--- config.mk ---
export PLATFORM = sky130hd
export DESIGN_NAME = hazard_ctrl
export DESIGN_NICKNAME = d
export VERILOG_FILES = /design/src/rtl/hazard_ctrl.sv
export SDC_FILE = /design/constraint.sdc
export NUM_CORES = 1
export LEC_CHECK = 0
export ABC_AREA = 1
export CORE_AREA = 2 2 117 119
export DETAILED_ROUTE_END_ITERATION = 8
export DIE_AREA = 0 0 119 121
export PLACE_DENSITY_LB_ADDON = 0.12
export SLEW_MARGIN = 20
export SYNTH_ARGS = -nofsm -noshare
export SYNTH_HDL_FRONTEND = slang
export SYNTH_SLANG_ARGS = --single-unit
--- constraint.sdc ---
create_clock -name clk -period 4.7 [get_ports clk]
set_clock_uncertainty 0.05 [all_clocks]
set_input_delay 1.175 -clock clk [delete_from_list [all_inputs] [get_ports clk]]
set_output_delay 1.175 -clock clk [all_outputs]
set_load 0.02 [all_outputs]
--- src/rtl/hazard_ctrl.sv ---
// Decode-stage pipeline sequencer: load-use bubbles, redirect squash,
// data-memory freeze, and saturating stall/flush performance counters.
//
//   state | meaning
//   ------+------------------------------------------------------------
//   INIT  | first cycle out of reset, pipeline held and squashed
//   RUN   | normal issue; load-use, redirect and mem_busy resolved here
//   FLUSH | squashing wrong-path fetches after an accepted redirect
//   WAIT  | frozen on mem_busy; RUN rules apply as soon as it drops
module hazard_ctrl #(
    parameter int RegAddress  = 5,
    parameter int FlushCycles = 1,
    parameter int CntWidth    = 32
) (
    input  logic                  clk,
    input  logic                  rst,
    input  logic [RegAddress-1:0] id_rs1,
    input  logic [RegAddress-1:0] id_rs2,
    input  logic                  id_inst_valid,
    input  logic                  ex_load,
    input  logic [RegAddress-1:0] ex_rd,
    input  logic                  redirect,
    input  logic                  mem_busy,
    input  logic                  cnt_clr,
    output logic                  pc_en,
    output logic                  if_id_en,
    output logic                  id_ex_en,
    output logic                  if_id_flush,
    output logic                  id_ex_flush,
    output logic                  dec_valid,
    output logic [CntWidth-1:0]   stall_cnt,
    output logic [CntWidth-1:0]   flush_cnt
);

    typedef enum logic [1:0] {INIT, RUN, FLUSH, WAIT} state_t;

    localparam logic [2:0]          FLUSH_LOAD = 3'(FlushCycles - 1);
    localparam logic [CntWidth-1:0] CNT_MAX    = '1;

    state_t      state, state_nxt;
    logic [2:0]  fcnt, fcnt_nxt;
    logic        lu;
    logic        stall_inc;
    logic        flush_inc;

    assign lu = id_inst_valid & ex_load & (ex_rd != '0) &
                ((ex_rd == id_rs1) | (ex_rd == id_rs2));

    always_comb begin
        pc_en       = 1'b0;
        if_id_en    = 1'b0;
        id_ex_en    = 1'b0;
        if_id_flush = 1'b0;
        id_ex_flush = 1'b0;
        dec_valid   = 1'b0;
        state_nxt   = state;
        fcnt_nxt    = fcnt;
        stall_inc   = 1'b0;
        flush_inc   = 1'b0;
        case (state)
            INIT: begin
                if_id_flush = 1'b1;
                id_ex_flush = 1'b1;
                state_nxt   = RUN;
            end
            // WAIT with mem_busy low falls straight into the RUN rules
            RUN, WAIT: begin
                if (mem_busy) begin
                    dec_valid = id_inst_valid;
                    stall_inc = 1'b1;
                    state_nxt = WAIT;
                end else if (lu) begin
                    id_ex_en    = 1'b1;
                    id_ex_flush = 1'b1;
                    stall_inc   = 1'b1;
                    state_nxt   = RUN;
                end else if (redirect && id_inst_valid) begin
                    pc_en       = 1'b1;
                    if_id_en    = 1'b1;
                    if_id_flush = 1'b1;
                    id_ex_en    = 1'b1;
                    dec_valid   = 1'b1;
                    flush_inc   = 1'b1;
                    if (FlushCycles > 1) begin
                        fcnt_nxt  = FLUSH_LOAD;
                        state_nxt = FLUSH;
                    end else begin
                        state_nxt = RUN;
                    end
                end else begin
                    pc_en     = 1'b1;
                    if_id_en  = 1'b1;
                    id_ex_en  = 1'b1;
                    dec_valid = id_inst_valid;
                    state_nxt = RUN;
                end
            end
            FLUSH: begin
                if (mem_busy) begin
                    stall_inc = 1'b1;
                end else begin
                    pc_en       = 1'b1;
                    if_id_en    = 1'b1;
                    if_id_flush = 1'b1;
                    id_ex_en    = 1'b1;
                    id_ex_flush = 1'b1;
                    fcnt_nxt    = fcnt - 3'd1;
                    if (fcnt <= 3'd1) begin
                        fcnt_nxt  = 3'd0;
                        state_nxt = RUN;
                    end
                end
            end
            default: begin
                if_id_flush = 1'b1;
                id_ex_flush = 1'b1;
                state_nxt   = INIT;
            end
        endcase
    end

    always_ff @(posedge clk or negedge rst) begin
        if (!rst) begin
            state     <= INIT;
            fcnt      <= 3'd0;
            stall_cnt <= '0;
            flush_cnt <= '0;
        end else begin
            state <= state_nxt;
            fcnt  <= fcnt_nxt;
            if (cnt_clr) begin
                stall_cnt <= '0;
                flush_cnt <= '0;
            end else begin
                if (stall_inc && stall_cnt != CNT_MAX)
                    stall_cnt <= stall_cnt + 1'b1;
                if (flush_inc && flush_cnt != CNT_MAX)
                    flush_cnt <= flush_cnt + 1'b1;
            end
        end
    end

endmodule

==> results.yml <==
power_and_ir_drop:
  seq_power_share: 0.408
  powerDensity_nw_per_um2: 229.0
  p_sw_uw: 354.4
  p_leak_nw: 3.107
  p_int_mw: 1.139
  peakVddDrop_uv: 180.8
  clkPwrFrac: 0.503
  combPwrFrac: 0.089
  total_power_mw: 1.494
  switching_share: 0.2373
detailed_routing:
  vias_per_cell: 4.924
  dr.first_iter.drc_count: 363
  routedWlPerCell_um: 13.56
  ant_nets: 0
  post-route-drc-count: 0
  drt_wl_total_mm: 14.84
  firstDrtPassIters: 5
  num_vias: 5387
floorplan:
  rows: 42
  initial_core_util: 0.3961
  die_area_um2: 14400
  die_x_um: 119
  die_h_um: 121
  ios: 92
  coreArea_um2: 13090
clock_network:
  cts_setup_buffers: 0
  path_clk_slew_ns: 0.05
  hold_buffers: 0
  post_cts_resized: 0
  clkSinkCount: 69
  cts-root-buf: "clkbuf_16"
  numCtsBuffers: 9
  h-tree-depth: 3
  cts_buffer_depth: 2
  tritoncts: "built"
  insertion_delay_ns: 0.34
hold_path:
  worstHoldPathType: "reg2reg"
  hold_depth: 1
  min_from: "fcnt[0]"
  hold_end: "fcnt[0]"
critical_path:
  timing.reg2reg.setup_slack_ns: 2.12
  crit-reg2reg-launch: "stall_cnt[0]"
  arrival_ns: 3.09
  end_kind: "output pin"
  reg2regPathDepth: 10
  required_ns: 3.47
  cp-start-kind: "primary input"
  reg2reg_to: "stall_cnt[29]"
  cp_max_fo: 4
  worstSetupPathType: "in2out"
sta:
  slew_headroom: 0.4026
  timing.hold.ws_ns: 0.4352
  drv_slew: 0
  rsz0062_at_grt: "false"
  fmax_ghz: 0.2319
  worst_pin_slew_ns: 0.8962
  fin_crit_ns: 4.312
  final.period_utilization: 0.9174
  setup_viol: 0
  hold_violations: 0
  fin_tns_setup_ns: 0
synthesis:
  ys_seq_area_frac: 0.3332
  synth_nets: 860
  synth_cell_type_count: 28
  netlist_instances: 835
  netlist_area_um2: 5182
  avgSynthCellArea_um2: 6.207
  synth_seq_cells: 69
  ys.warnings.count: 0
grt:
  grt_max_degree: 70
  grt_pass1_vias: 4924
  grt_pass1_wl_mm: 24.92
  grt-ovfl-total: 0
  gr-usage-all-layers: 0.2157
  antenna_found_initial: 0
finish:
  area_delta_synth_final_pct: 25.88
  drive_gt1_frac: 0.03377
  final_design_area_no_fill_um2: 6524
  final_common_cell: "nand2_1"
  layout_common_cells: "nand2_1, nor2_1, nand3_1, inv_1, clkdlybuf4s50_1"
  diodes: 0
  final_nets: 938
placement:
  numPortBuffers: 91
  dp_hpwl_mm: 10.86
  place_area_um2: 6197
  place_congestion: 0.8923
run_status:
  status: "finished, final reports clean"
run:
  maxCapViolCount: 0
[layer usage]
metal / vias to the layer above / GRT usage / wire (um)
li1: 2781 / - / -
met1: 2450 / 0.2946 / 6988
met2: 131 / 0.3484 / 6865
met3: 25 / 0.02867 / 681
met4: 0 / 0.08185 / 299
met5: - / 0 / 0
[cell families after synthesis]
logic type               Yosys count  share of synthesized area
AO/OA/AOI/OAI                      9                   0.009901
XOR/XNOR                          38                    0.06422
adder cells (fa/ha/maj)            3                   0.007244
buffers and inverters            127                     0.1033
flip-flops                        69                     0.3332
AND/OR/NAND/NOR                  589                     0.4821
[power by group through the flow]
| stage | combinational [mW] | sequential, mW | clock (mW) |
|---|---|---|---|
| after floorplan | 0.0705 | 0.624 | 0 |
| after detailed placement | 0.135 | 0.619 | 0 |
| after global routing | 0.150 | 0.610 | 0.792 |
| after CTS | 0.135 | 0.609 | 0.767 |
| after global placement | 0.135 | 0.619 | 0 |
| final | 0.133 | 0.609 | 0.752 |
[worst max-delay path by stage]
| stage | cells after the start | startpoint | endpoint | slack, ns |
|---|---|---|---|---|
| final | 10 | ex_rd[1] | id_ex_flush | 0.39 |
| after global routing | 10 | ex_rd[0] | id_ex_flush | 0.21 |
| after CTS | 10 | ex_rd[1] | id_ex_flush | 0.38 |
| after detailed placement | 10 | ex_rd[1] | id_ex_flush | 0.39 |
| after global placement | 10 | ex_rd[1] | id_ex_flush | 0.41 |
| after floorplan | 8 | ex_rd[3] | id_ex_flush | 1.31 |
[sequential cells by signal, indices dropped and copies added (netlist names)]
register   flops
fcnt           3
flush_cnt     32
stall_cnt     32
state          2
[per-stage QoR]
step / instances / worst slack, ns / utilization
global placement: 1078 / 0.4063 / 0.4736
finish: 1094 / 0.3882 / 0.4986
CTS: 1094 / 0.3804 / 0.4986
floorplan: 835 / 1.310 / -
global route: 1094 / 0.2092 / 0.4986
detailed placement: 1078 / 0.3851 / 0.4736
[layout make-up]
type                       count  area, um^2
sequential                    69        1727
clock buffer                  12       256.5
inverter                      97       364.1
fill                        1329        6561
clock inverter                 4       70.07
tap                          176       220.2
multi-input combinational    639        2920
timing repair buffer          97       965.9
[critical path, cell delays in order]
cell	delay, ns
clkdlybuf4s50_1	0.53
inv_1	0.07
nand2_1	0.06
nand2_1	0.05
nor2_1	0.10
nand3_1	0.07
nand2_1	0.08
nand2_1	0.13
a21boi_0	0.18
clkdlybuf4s50_1	0.64
[cells in the mapped netlist, drive strengths merged]
master,n,area [um^2]
o21ai,4,20.02
nand4,36,231.5
inv,96,360.3
a21oi,2,10.01
nor2,134,508.0
a21o,1,7.510
nor3,17,96.35
nand3,99,508.0
xnor2,14,122.6
dfrtp,69,1727
nand2,302,1149
buf,13,107.6
a21boi,1,7.510
clkinv,1,3.750
nor4,1,6.260
xor2,24,210.2
o22ai,1,6.260
clkbuf,17,63.81
ha,3,37.54
No activity file was read; power rests on OpenSTA's default activity.
